File: config.mk
export PLATFORM = sky130hd
export DESIGN_NAME = operand_fetch
export DESIGN_NICKNAME = d
export VERILOG_FILES = /design/src/rtl/operand_fetch.sv
export SDC_FILE = /design/constraint.sdc
export NUM_CORES = 1
export LEC_CHECK = 0
export ABC_AREA = 1
export BUFFER_PORTS_ARGS = -buffer_cell sky130_fd_sc_hd__buf_2
export CAP_MARGIN = 10
export CORE_AREA = 3 3 117 119
export CTS_BUF_LIST = sky130_fd_sc_hd__clkbuf_4
export DETAILED_ROUTE_END_ITERATION = 8
export DIE_AREA = 0 0 120 122
export PLACE_DENSITY = 0.52
export SLEW_MARGIN = 0
export SYNTH_ARGS = -nofsm -noshare
export SYNTH_HDL_FRONTEND = slang
export SYNTH_SLANG_ARGS = --single-unit
File: constraint.sdc
create_clock -name clk -period 1.6 [get_ports clk]
set_input_delay 0.16 -clock clk [delete_from_list [all_inputs] [get_ports clk]]
set_output_delay 0.16 -clock clk [all_outputs]
set_load 0.02 [all_outputs]
File: src/rtl/operand_fetch.sv
// Decode/operand-fetch stage: decodes a 16-bit instruction, reads two operands from the register file, and registers the result toward execute.
// Latency is 1 cycle. A pending-write scoreboard stalls the input on RAW/WAW hazards, and flush/backpressure hold off new input.
// Optional macro OPF_WB_BYPASS_EN forwards same-cycle writeback data into a stalled source.
module operand_fetch #(
    parameter int PC_W = 8
) (
    input  logic            clk,
    input  logic            rst_n,
    input  logic            in_valid,
    output logic            in_ready,
    input  logic [15:0]     in_instr,
    input  logic [PC_W-1:0] in_pc,
    output logic [2:0]      read_reg1,
    output logic [2:0]      read_reg2,
    input  logic [15:0]     reg1,
    input  logic [15:0]     reg2,
    input  logic            wb_wr_en,
    input  logic [2:0]      wb_reg,
    input  logic [15:0]     wb_data,
    input  logic            flush,
    output logic            out_valid,
    input  logic            out_ready,
    output logic [3:0]      out_op,
    output logic [2:0]      out_rd,
    output logic            out_wr,
    output logic [15:0]     out_a,
    output logic [15:0]     out_b,
    output logic [15:0]     out_imm,
    output logic [PC_W-1:0] out_pc,
    output logic            out_illegal
);

    localparam logic [3:0] OP_ADD  = 4'd0;
    localparam logic [3:0] OP_SUB  = 4'd1;
    localparam logic [3:0] OP_AND  = 4'd2;
    localparam logic [3:0] OP_OR   = 4'd3;
    localparam logic [3:0] OP_ADDI = 4'd4;
    localparam logic [3:0] OP_LW   = 4'd5;
    localparam logic [3:0] OP_SW   = 4'd6;
    localparam logic [3:0] OP_BEQ  = 4'd7;
    localparam logic [3:0] OP_JMP  = 4'd8;

    logic [3:0]  dec_op;
    logic [2:0]  dec_rd;
    logic [2:0]  dec_rs1;
    logic [2:0]  dec_rs2;
    logic        dec_use1;
    logic        dec_use2;
    logic        dec_wr;
    logic        dec_illegal;
    logic [15:0] dec_imm;

    logic [7:0]      pend_q, pend_d;
    logic            out_valid_q, out_valid_d;
    logic [3:0]      out_op_q, out_op_d;
    logic [2:0]      out_rd_q, out_rd_d;
    logic            out_wr_q, out_wr_d;
    logic [15:0]     out_a_q, out_a_d;
    logic [15:0]     out_b_q, out_b_d;
    logic [15:0]     out_imm_q, out_imm_d;
    logic [PC_W-1:0] out_pc_q, out_pc_d;
    logic            out_illegal_q, out_illegal_d;

    logic byp1, byp2;
    logic haz1, haz2, haz_waw, hazard;
    logic accept, leave;

    assign dec_op    = in_instr[15:12];
    assign dec_rd    = in_instr[11:9];
    assign dec_rs1   = in_instr[8:6];
    assign dec_rs2   = in_instr[5:3];
    assign read_reg1 = dec_rs1;
    assign read_reg2 = dec_rs2;

    always_comb begin
        dec_use1    = 1'b0;
        dec_use2    = 1'b0;
        dec_wr      = 1'b0;
        dec_illegal = 1'b0;
        dec_imm     = {{10{in_instr[5]}}, in_instr[5:0]};
        case (dec_op)
            OP_ADD, OP_SUB, OP_AND, OP_OR: begin
                dec_use1 = 1'b1;
                dec_use2 = 1'b1;
                dec_wr   = 1'b1;
            end
            OP_ADDI, OP_LW: begin
                dec_use1 = 1'b1;
                dec_wr   = 1'b1;
            end
            OP_SW, OP_BEQ: begin
                dec_use1 = 1'b1;
                dec_use2 = 1'b1;
            end
            OP_JMP:  dec_imm = {{4{in_instr[11]}}, in_instr[11:0]};
            4'd9:    dec_illegal = 1'b0;
            default: dec_illegal = 1'b1;
        endcase
    end

    // Same-cycle writeback to a pending source can stand in for the stale register file read.
`ifdef OPF_WB_BYPASS_EN
    assign byp1 = pend_q[dec_rs1] & wb_wr_en & (wb_reg == dec_rs1);
    assign byp2 = pend_q[dec_rs2] & wb_wr_en & (wb_reg == dec_rs2);
`else
    logic unused_wb_data;
    assign unused_wb_data = ^wb_data;
    assign byp1 = 1'b0;
    assign byp2 = 1'b0;
`endif

    // The instruction sitting in the output register has not set its pending bit yet.
    assign haz1 = dec_use1 & ((pend_q[dec_rs1] & !byp1) |
                  (out_valid_q & out_wr_q & (out_rd_q == dec_rs1)));
    assign haz2 = dec_use2 & ((pend_q[dec_rs2] & !byp2) |
                  (out_valid_q & out_wr_q & (out_rd_q == dec_rs2)));
    assign haz_waw = dec_wr & pend_q[dec_rd];
    assign hazard  = haz1 | haz2 | haz_waw;

    assign in_ready = !hazard & !flush & (!out_valid_q | out_ready);
    assign accept   = in_valid & in_ready;
    assign leave    = out_valid_q & out_ready & !flush;

    always_comb begin
        pend_d = pend_q;
        if (wb_wr_en)
            pend_d[wb_reg] = 1'b0;
        if (leave & out_wr_q)
            pend_d[out_rd_q] = 1'b1;
    end

    always_comb begin
        out_valid_d   = out_valid_q;
        out_op_d      = out_op_q;
        out_rd_d      = out_rd_q;
        out_wr_d      = out_wr_q;
        out_a_d       = out_a_q;
        out_b_d       = out_b_q;
        out_imm_d     = out_imm_q;
        out_pc_d      = out_pc_q;
        out_illegal_d = out_illegal_q;
        if (accept) begin
            out_valid_d   = 1'b1;
            out_op_d      = dec_op;
            out_rd_d      = dec_rd;
            out_wr_d      = dec_wr;
            out_a_d       = !dec_use1 ? 16'h0000 : (byp1 ? wb_data : reg1);
            out_b_d       = !dec_use2 ? 16'h0000 : (byp2 ? wb_data : reg2);
            out_imm_d     = dec_imm;
            out_pc_d      = in_pc;
            out_illegal_d = dec_illegal;
        end else if (flush | (out_valid_q & out_ready)) begin
            out_valid_d = 1'b0;
        end
    end

    always_ff @(posedge clk or negedge rst_n) begin
        if (!rst_n) begin
            pend_q        <= '0;
            out_valid_q   <= 1'b0;
            out_op_q      <= '0;
            out_rd_q      <= '0;
            out_wr_q      <= 1'b0;
            out_a_q       <= '0;
            out_b_q       <= '0;
            out_imm_q     <= '0;
            out_pc_q      <= '0;
            out_illegal_q <= 1'b0;
        end else begin
            pend_q        <= pend_d;
            out_valid_q   <= out_valid_d;
            out_op_q      <= out_op_d;
            out_rd_q      <= out_rd_d;
            out_wr_q      <= out_wr_d;
            out_a_q       <= out_a_d;
            out_b_q       <= out_b_d;
            out_imm_q     <= out_imm_d;
            out_pc_q      <= out_pc_d;
            out_illegal_q <= out_illegal_d;
        end
    end

    assign out_valid   = out_valid_q;
    assign out_op      = out_op_q;
    assign out_rd      = out_rd_q;
    assign out_wr      = out_wr_q;
    assign out_a       = out_a_q;
    assign out_b       = out_b_q;
    assign out_imm     = out_imm_q;
    assign out_pc      = out_pc_q;
    assign out_illegal = out_illegal_q;

endmodule

Word level (Yosys, flattened, before mapping)
Cells that the tools add are included.
{"block": "op_classes", "n_lt_le_gt_ge": 7, "n_reduce_logical": 11, "eq_ne": 11, "mux": 21, "bitwise": 21}
{"op": "2-to-1 mux 16 bit", "count": 3}
{"op": "less-than comparator 3 x 4 -> 1 bit, second input constant", "count": 5}
{"op": "== test 4 x 3 -> 1 bit, second input constant", "count": 4}
{"op": "2-to-1 mux 8 bit", "count": 2}
{"op": "bitwise AND 1 bit", "count": 12}
{"op": "OR reduction 6 bit", "count": 2}
{"op": "2-to-1 mux 1 bit", "count": 11}
{"op": "OR reduction 10 bit", "count": 1}
{"op": "binary-select mux 1 bit (select 3 bit)", "count": 3}
{"op": "bitwise AND 8 bit", "count": 1}
{"op": "== test 4 x 2 -> 1 bit, second input constant", "count": 2}
{"op": "== test 4 bit, second input constant", "count": 2}
{"op": "NOT 8 bit", "count": 1}
{"op": "bitwise OR 8 bit", "count": 1}
{"op": "OR reduction 8 bit", "count": 1}
{"op": "demux 1 bit (select 3 bit)", "count": 2}
{"op": "== test 3 bit", "count": 2}
{"op": "greater-or-equal comparator 3 x 1 -> 1 bit, second input constant", "count": 2}
{"op": "bitwise OR 1 bit", "count": 6}
{"op": "== test 4 x 1 -> 1 bit, second input constant", "count": 1}
{"op": "zero test 4 bit", "count": 1}
{"op": "zero test 1 bit", "count": 3}
{"op": "logical AND 1 bit", "count": 2}
{"op": "nonzero test 2 bit", "count": 1}
{"block": "word_totals", "output_inout_bits": 73, "in_bits": 81, "wordCells": 81, "ff_bits": 74}

Longest topological paths before layout
Gate-level depths: netlist (run 1).
{"block": "depth", "word_depth": 11, "mapped_depth": 13, "depth_no_buf": 11}

Least setup slack after synthesis (run 1)
OpenSTA, ideal clock, no wires.
{"block": "synth_path", "path_type": "register to output", "start": "register out_rd_q[2], in the netlist out_rd[2]", "end": "output in_ready", "stages_incl_launch_ff": 12, "setup_slack_ns": -0.169, "path_buffers": 2, "arrival_time_ns": 1.609, "required_time_ns": 1.440, "cell_sequence": "dfrtp_1 buf_2 inv_2 nand2_1 nand2_1 nor2_1 nand2_1 nand3_2 nand2_4 buf_2 nand2_1 nor2_1"}
{"block": "synth_between", "elab_chain_len": 9, "elab_cells_between_ends": 13, "cone_classes": "2 x eq/ne; 10 x bitwise; 1 x reduce/logical"}
{"element": "from (decl)", "line": "56", "rtl": "logic [2:0] out_rd_q, out_rd_d;"}
{"element": "from (signal assigned)", "line": "173", "rtl": "out_rd_q <= out_rd_d;"}
{"element": "== test 3 bit (on tied branches)", "line": "114, 116"}
{"element": "bitwise AND 1 bit (on tied branches)", "line": "114, 116"}
{"element": "bitwise OR 1 bit (on tied branches)", "line": "113, 115"}
{"element": "bitwise AND 1 bit (on tied branches)", "line": "113, 115"}
{"element": "bitwise OR 1 bit * (2 in series)", "line": "118", "rtl": "assign hazard = haz1 | haz2 | haz_waw;"}
{"element": "zero test 1 bit *", "line": "120", "rtl": "assign in_ready = !hazard & !flush & (!out_valid_q | out_ready);"}
{"element": "bitwise AND 1 bit * (2 in series)", "line": "120"}
{"element": "to (decl)", "line": "10", "rtl": "output logic in_ready,"}
Every way passes the cells marked *; elsewhere a longest branch is shown, timed or not.

Worst setup path after layout (run 1)
{"block": "layout_path", "start": "register out_rd_q[0], in the netlist out_rd[0]", "end": "output in_ready"}
Same word-level chain as after synthesis.

==> results of run 1 <==
-- power groups by stage --
stage	combinational (mW)	clock (mW)	sequential, mW
finish	2.28	0.992	2.34
global route	2.45	1.11	2.37
CTS	2.03	1.03	2.26
detailed placement	1.79	0	2.30
global placement	1.78	0	2.29
floorplan	0.741	0	2.65
-- state kept, by name, summed over array words and instances, names as in the netlist --
| register | flops |
|---|---|
| out_a | 16 |
| out_rd | 3 |
| out_valid | 1 |
| out_op | 4 |
| out_illegal | 1 |
| pend_q | 8 |
| out_imm | 12 |
| out_b | 16 |
| out_wr | 1 |
| out_pc | 8 |
-- logic make-up after synthesis --
family / Yosys count / synth area share
AOI/OAI and AO/OA: 28 / 0.0455
buffers and inverters: 99 / 0.136
DFF: 70 / 0.459
and+or+nand+nor: 304 / 0.360
-- through the flow --
stage	cells	worst slack (ns)	util	area (um2)	TNS, ns
floorplan	501	0.0128	-	3840	0
global placement	804	-0.293	0.374	4740	-16.31
detailed placement	804	-0.307	0.374	4740	-17.21
CTS	869	-0.312	0.428	5420	-15.73
global route	881	-0.415	0.466	5900	-21.00
finish	881	-0.309	0.466	5900	-16.53
-- what timing repair did --
action / CTS / global route
pin swaps: 15 / 52
hold buffers: 17 / 0
buffers inserted: 26 / 12
hold endpoints to repair: 47 / 0
endpoints found under the setup margin: 63 / 63
gates resized for setup: 31 / 115
cloned: 6 / 4
-- cell usage in the layout (no fill, tap or decap), types with 11 or more instances in the layout --
cell / count
buf_2: 135
nand2_1: 97
dfrtp_1: 68
nand2_2: 62
nand4_1: 61
buf_4: 49
inv_1: 46
nor2_1: 38
nand2_4: 22
dlygate4sd3_1: 17
o21ai_0: 14
nand3_1: 12
buf_6: 12
inv_2: 11
-- final cells by class --
class | instances | share of cell area
clock buffer | 10 | 0.0127
sequential | 70 | 0.297
tap | 172 | 0.0365
antenna | 1 | 0.000424
multi-input combinational | 335 | 0.328
inverter | 59 | 0.0384
timing repair buffer | 228 | 0.282
clock inverter | 6 | 0.00488
-- layer usage --
layer / part of all wire / up-vias / global-route usage
met3: 0.047 / 14 / 0.0362
met2: 0.49 / 125 / 0.303
met1: 0.46 / 1993 / 0.243
met5: 0 / - / 0
li1: - / 2030 / -
met4: 0.0098 / 0 / 0.0508
-- worst max-delay path by stage --
stage | startpoint | endpoint | depth (start not counted)
5_1_grt | pend_q[6] | in_ready | 11
3_3_place_gp | pend_q[3] | out_a[14] | 9
6_report | out_rd[0] | in_ready | 11
2_1_floorplan | out_rd[2] | out_rd[1] | 12
4_1_cts | pend_q[0] | in_ready | 11
3_5_place_dp | pend_q[1] | out_imm[4] | 9
-- worst max-delay path, stage by stage, from the launching register on --
cell and delay, ns:
dfrtp_2 0.45, inv_2 0.07, buf_6 0.09, nand2_1 0.04, nand2_1 0.07, nor2_1 0.05
nand2_1 0.07, nand3_2 0.12, nand2_4 0.11, nand2_4 0.06, nor2_4 0.08, buf_6 0.12
==> impl_metrics.ini, run 1 <==
[power_and_ir_drop]
p_seq_frac = 0.417
combPwrFrac = 0.406
switching_share = 0.404
p_leak_nw = 3.30
p_int_mw = 3.34
finalPower_mw = 5.61
power_frac_clock = 0.177
switchingPower_mw = 2.27
peakVddDrop_uv = 455
p_per_area_mw_per_mm2 = 950

[die]
placementRows = 41
core_area_mm2 = 0.0127
top_level_ports = 154
die_area_mm2 = 0.0146
dieWidth_um = 120
initial_core_util = 0.301
dieHeight_um = 122

[timing]
skew_ns = 0.0144
worstMarginPinSlew_ns = 0.559
fin_ws_ns = -0.309
finalCriticalPeriod_ns = 1.91
fmax_mhz = 524
slew_headroom = 0.627
timing.hold.ws_ns = 0.0371
post-route-period-util = 1.19
hold_viol_final = 0
rsz0062_at_grt = yes
setup-violations-final = 63
slew_viol_final = 0

[finish]
register_area_mm2 = 0.00175
multiInputGateArea_mm2 = 0.00193
fill_cells = 1313
syn_to_final_growth_pct = 54.5
fin_nets = 784
layout-drive-gt1-share = 0.480

[clock_tree]
cts_buffer_depth = 2
cts_buffers = 9
clkTransAtPathRegs_ns = 0.12
clock-sinks = 70
tritoncts = built
clock-root-buffer = clkbuf_4
htreeDepth = 3
clk_latency_ns = 0.42

[route]
drt_first_iter_violations = 200
dr_total_vias = 4162
ant_nets = 0
wl_per_cell_um = 15.9
dr.pass1.iters = 4
drc = 0
viasPerCell = 4.72
drt_wl_total_mm = 14.0

[critical_path]
rrSetupSlack_ns = -0.29
reg2reg_to = out_op[1]
required_ns = 1.44
critical_path.max_fanout = 4
reg2reg_depth = 14
r2r-start = out_rd[0]
cp_data_arrival_time_ns = 1.75
startpoint_type = flop
setup.worst_path.end_class = primary output
critical_path_class = reg -> out

[grt]
grt_pass1_vias = 4056
antenna_found_initial = 1
grt_util_all_layers = 0.183
grt_max_degree = 42
gr-total-overflow = 0
grt_pass1_wl_mm = 21.3

[yosys]
synthArstFlopShare = 1.00
synth.avg_cell_area_um2 = 7.62
synth_ff_type = dfrtp_1
syn_inst = 501
ys_warn_count = 0
synth_seq_cells = 70
synthTopCellsByArea = dfrtp_1, nand2_1, nand4_1, inv_1, nor2_1
synth_top_area_cell = dfrtp_1
synth_common_cells = nand2_1, dfrtp_1, nand4_1, inv_1, nor2_1
yosysMostFrequentCell = nand2_1
synthesis.area_mm2 = 0.00382
syn-num-nets = 582
synth.distinct_cells = 20
yosysSeqAreaShare = 0.459
yosys.area.top_type_share = 0.459
synth_edf_count = 0

[status]
status = finished with violations
violations = negative setup slack

[min_path]
hold_path_class = in -> reg
hold_end = out_op[1]
hp-start = in_instr[13]
min_path_cells = 3

[placed_design]
dpl.hpwl_mm = 8.38
portBuffers = 137
routabilityCongestion = 0.903

[run]
maxCapViolations = 0
Note: power is estimated with default switching activity, not from simulation.
==> inputs of run 2 (changes only) <==
--- a/config.mk
+++ b/config.mk
@@ -13,6 +13,7 @@
 export DETAILED_ROUTE_END_ITERATION = 8
 export DIE_AREA = 0 0 120 122
 export PLACE_DENSITY = 0.52
+export SKIP_CTS_REPAIR_TIMING = 1
 export SLEW_MARGIN = 0
 export SYNTH_ARGS = -nofsm -noshare
 export SYNTH_HDL_FRONTEND = slang
==> run 2 against run 1 <==
Effect of this change:
- the run still ends with negative setup slack left
- non-clock buffer count decreased by 24
- combinational power decreased by 15%
- core utilization decreased by 5.0 points
- hold slack got worse by 0.018 ns
- cell count decreased by 2.8%
- die area unchanged
- largest cell class is now sequential cells
- fmax decreased by 2.1%
- critical path depth unchanged
- critical path type unchanged
- wire length decreased by 9.2%
- design area decreased by 11%
- sequential share of layout area increased by 3.6 points
- count of clock-buffer cells in the layout unchanged
==> impl_metrics.ini, run 2 (same netlist as run 1, synthesis figures left out) <==
[clock_tree]
tritoncts = built
clkTransAtPathRegs_ns = 0.12
clock-root-buffer = clkbuf_4
cts_buffer_depth = 2
htreeDepth = 3
clk_latency_ns = 0.42
cts_buffers = 9
clock-sinks = 70

[route]
dr_total_vias = 3984
drc = 0
ant_nets = 0
dr.pass1.iters = 5
drt_wl_total_mm = 12.7
drt_first_iter_violations = 293
viasPerCell = 4.65
wl_per_cell_um = 14.9

[critical_path]
path_buf_inv = 4
cp_data_arrival_time_ns = 1.79
setup.worst_path.end_class = primary output
critical_path_class = reg -> out
startpoint_type = flop
worst_path_max_delay_cell = dfrtp_1
critical_path.max_fanout = 3
rrSetupSlack_ns = -0.28
critPathTopFamily = simple AND/OR/NAND/NOR gates
required_ns = 1.44
crit_chain = inv_2 -> nand2_1 -> nand3_1 -> nand3_1 -> nand3_2 -> nand2_4 -> buf_6 -> clkinv_4 -> nand2_4 -> nor2_4 -> buf_6
cp_slowest_stage_delay_ns = 0.43

[timing]
post-route-period-util = 1.22
skew_ns = 0.0132
slew_viol_final = 0
hold_viol_final = 0
timing.hold.ws_ns = 0.0193
fmax_mhz = 513
worstMarginPinSlew_ns = 0.569
finalCriticalPeriod_ns = 1.95
fin_ws_ns = -0.349
slew_headroom = 0.620
rsz0062_at_grt = yes
setup-violations-final = 63

[finish]
syn_to_final_growth_pct = 37.9
fin_cells = 856
fill_cells = 1360
layout-drive-gt1-share = 0.341
most-common-layout-cells = nand2_1, buf_2, dfrtp_1
final_area_mm2 = 0.00527
layout_commonest_cell = nand2_1
fin_nets = 759

[status]
status = finished with violations
violations = negative setup slack

[die]
dieHeight_um = 122
core_area_mm2 = 0.0127
initial_core_util = 0.301
dieWidth_um = 120
placementRows = 41
top_level_ports = 154
die_area_mm2 = 0.0146

[min_path]
hold_path_class = in -> reg

[grt]
grt_util_all_layers = 0.160
antenna_found_initial = 1
grt_pass1_vias = 3654
grt_max_degree = 62
grt_pass1_wl_mm = 18.9
gr-total-overflow = 0

[placed_design]
dpl.cell_count = 804
portBuffers = 137
routabilityCongestion = 0.903
placed_cell_area_mm2 = 0.00474
dpl.hpwl_mm = 8.38

[power_and_ir_drop]
p_per_area_mw_per_mm2 = 987
peakVddDrop_uv = 461
p_leak_nw = 3.05

[run]
maxCapViolations = 0
[run 2: cell types whose count changed in the layout (fill, tap and decap cells not counted), sizes merged]
| cell | previous run | this run |
|---|---|---|
| dlygate4sd3 | 17 | 14 |
| clkinv | 5 | 7 |
| clkbuf | 14 | 11 |
| buf | 207 | 189 |
| nor2 | 44 | 43 |
| inv | 59 | 57 |
[run 2: path summary, 6_finish.rpt]
check,depth (start not counted),from,end
setup / recovery,11,pend_q[2],in_ready
hold / removal,3,in_instr[12],out_op[0]
setup reg to reg,13,pend_q[2],out_b[5]
hold reg to reg,2,out_illegal,out_illegal
max in group asynchronous,3,rst_n,out_a[7]
min in group asynchronous,2,rst_n,out_imm[7]
[run 2: final cells by class]
type	instances	area (um2)	share of cell area
Tap cell	172	215	0.0409
Inverter	59	231	0.0439
Clock inverter	6	28.8	0.00546
Timing Repair Buffer	204	1350	0.257
Clock buffer	10	75.1	0.0143
Sequential cell	70	1750	0.333
Antenna cell	1	2.50	0.000475
Multi-Input combinational cell	334	1610	0.305
[run 2: worst register-to-register path, delay by kind of cell (launching register included)]
kind / cells / cell delay, ns
buffers and inverters: 5 / 0.58
flip-flops: 1 / 0.43
AND/OR/NAND/NOR: 8 / 0.76
[run 2: layer usage]
layer,vias up,part of all wire,track usage
met5,-,0,0
met4,0,0.012,0.0523
met3,15,0.052,0.0353
met2,125,0.49,0.255
met1,1867,0.45,0.217
li1,1977,-,-
[run 2: per-stage QoR]
stage | total power, mW | utilization | setup slack (ns) | setup TNS (ns)
2_1_floorplan | 3.39 | - | 0.0128 | 0
3_3_place_gp | 4.07 | 0.374 | -0.293 | -16.31
3_5_place_dp | 4.09 | 0.374 | -0.307 | -17.21
4_1_cts | 5.10 | 0.382 | -0.475 | -19.09
5_1_grt | 5.52 | 0.416 | -0.454 | -21.82
6_report | 5.20 | 0.416 | -0.349 | -15.08
[run 2: power by group]
part / internal [mW] / total [mW] / leakage, nW / switching (mW)
clock: 0.317 / 0.994 / 0.0587 / 0.677
sequential: 2.07 / 2.26 / 0.904 / 0.187
combinational: 0.732 / 1.94 / 2.09 / 1.21
==> inputs of run 3 (changes only) <==
--- a/config.mk
+++ b/config.mk
@@ -13,6 +13,7 @@
 export DETAILED_ROUTE_END_ITERATION = 8
 export DIE_AREA = 0 0 120 122
 export PLACE_DENSITY = 0.52
+export REMOVE_ABC_BUFFERS = 1
 export SKIP_CTS_REPAIR_TIMING = 1
 export SLEW_MARGIN = 0
 export SYNTH_ARGS = -nofsm -noshare
==> run 3 against run 2 <==
Effect of this change:
- the flow finishes with violations (negative hold slack, negative setup slack)
- hold slack lost 0.024 ns
- wire length shrank 2.0%
- fmax grew 7.2%
- setup slack gained 0.13 ns
- sequential share of layout area shrank 0.18 points
- non-clock buffer count shrank 11
- die area is the same
- total power grew 1.8%
- critical endpoint unchanged
- largest cell class unchanged
- highest routed layer unchanged
==> impl_metrics.ini, run 3 (same netlist as run 1, synthesis figures left out) <==
[clock_tree]
cts_buffer_depth = 2
clock-sinks = 70
clk_latency_ns = 0.41
cts_buffers = 9
clkTransAtPathRegs_ns = 0.11
tritoncts = built
htreeDepth = 3
clock-root-buffer = clkbuf_4

[critical_path]
crit_cells = 10
startpoint_type = flop
cp_data_arrival_time_ns = 1.66
setup.worst_path.end_class = primary output
crit_chain = inv_2 -> nand2_1 -> nand3_1 -> nand3_1 -> nand3_2 -> nand2_4 -> inv_2 -> nand2_1 -> nor2_1 -> buf_4
critical_path_class = reg -> out
cp_slowest_stage_delay_ns = 0.44
critical_path.max_fanout = 3
reg2reg_depth = 13
critPathTopFamily = simple AND/OR/NAND/NOR gates
worst_path_max_delay_cell = dfrtp_1
path_buf_inv = 3
required_ns = 1.44

[min_path]
hold_path_class = in -> reg
min_path_cells = 3

[route]
dr.pass1.iters = 5
wl_per_cell_um = 14.8
drt_first_iter_violations = 222
ant_nets = 0
drc = 0
drt_wl_total_mm = 12.5
viasPerCell = 4.68
dr_total_vias = 3949

[finish]
fin_nets = 746
layout-drive-gt1-share = 0.352
layout_commonest_cell = nand2_1
syn_to_final_growth_pct = 38.5
most-common-layout-cells = nand2_1, buf_2, dfrtp_1
fin_cells = 843

[die]
top_level_ports = 154
dieWidth_um = 120
die_area_mm2 = 0.0146
initial_core_util = 0.301
dieHeight_um = 122
placementRows = 41
core_area_mm2 = 0.0127

[placed_design]
portBuffers = 137
dpl.cell_count = 789
pre_cts_ws_ns = -0.00780
dpl.hpwl_mm = 7.92
routabilityCongestion = 0.832

[timing]
worstMarginPinSlew_ns = 0.581
tns_ns = -6.37
hold_viol_final = 1
rsz0062_at_grt = yes
fin_ws_ns = -0.218
timing.hold.ws_ns = -0.00441
skew_ns = 0.00939
setup-violations-final = 59
slew_headroom = 0.612
fmax_mhz = 550
slew_viol_final = 0
finalCriticalPeriod_ns = 1.82
post-route-period-util = 1.14

[status]
status = finished with violations
violations = negative hold slack, negative setup slack

[power_and_ir_drop]
p_int_mw = 3.27
combPwrFrac = 0.366
power_frac_clock = 0.205
p_leak_nw = 3.04
p_seq_frac = 0.429
p_per_area_mw_per_mm2 = 1000
switching_share = 0.383
peakVddDrop_uv = 409
switchingPower_mw = 2.02

[grt]
antenna_found_initial = 1
grt_pass1_vias = 3603
grt_max_degree = 40
grt_util_all_layers = 0.155
grt_pass1_wl_mm = 18.1
gr-total-overflow = 0

[run]
maxCapViolations = 0
==> run 3: changes by cell type in the layout (fill, tap and decap cells not counted), moves of 2 or more <==
cell           delta
nand2_2          +20
nand2_1          -19
buf_4            -18
clkbuf_16         +4
buf_6             +3
buf_8             +3
nor2_4            -3
clkinv_4          -2
dfrtp_1           +2
dfrtp_2           -2
dlygate4sd3_1     -2
==> run 3: path summary, 6_finish.rpt <==
check	start	slack, ns	to
worst max-delay path	pend_q[1]	-0.22	in_ready
worst min-delay path	in_pc[1]	-0.004	out_pc[1]
worst max register to register	pend_q[1]	-0.16	out_imm[0]
worst min register to register	out_pc[3]	0.48	out_pc[3]
max in group asynchronous	rst_n	0.80	out_a[15]
min in group asynchronous	rst_n	0.23	pend_q[0]
==> run 3: worst min-delay path, cell delays in order <==
cell and delay (ns):
buf_2 0.09, nand4_1 0.07, nand2_1 0.05
==> run 3: power by group through the flow <==
stage / Combinational, mW / Clock (mW) / Sequential (mW)
3_5_place_dp: 1.75 / 0 / 2.29
2_1_floorplan: 0.520 / 0 / 2.69
5_1_grt: 2.12 / 1.21 / 2.32
6_report: 1.94 / 1.08 / 2.27
3_3_place_gp: 1.73 / 0 / 2.28
4_1_cts: 1.75 / 1.14 / 2.26
==> run 3: final cells by class <==
class / count / area (um2)
inverter: 59 / 224
multi-input combinational: 332 / 1620
sequential: 70 / 1750
clock buffer: 9 / 67.6
antenna: 1 / 2.50
timing repair buffer: 193 / 1360
fill: 1325 / 7380
clock inverter: 7 / 55.1
tap: 172 / 215
==> run 3: metal layers <==
metal	track usage	share of wire
met5	0	0
met3	0.0344	0.053
met1	0.211	0.48
met4	0.0601	0.013
met2	0.239	0.46
==> run 3: stage by stage <==
stage	instance area, um2	utilization	power [mW]
floorplan	3520	-	3.21
global route	5290	0.417	5.64
CTS	4770	0.376	5.15
finish	5290	0.417	5.29
detailed placement	4640	0.366	4.03
global placement	4640	0.366	4.01
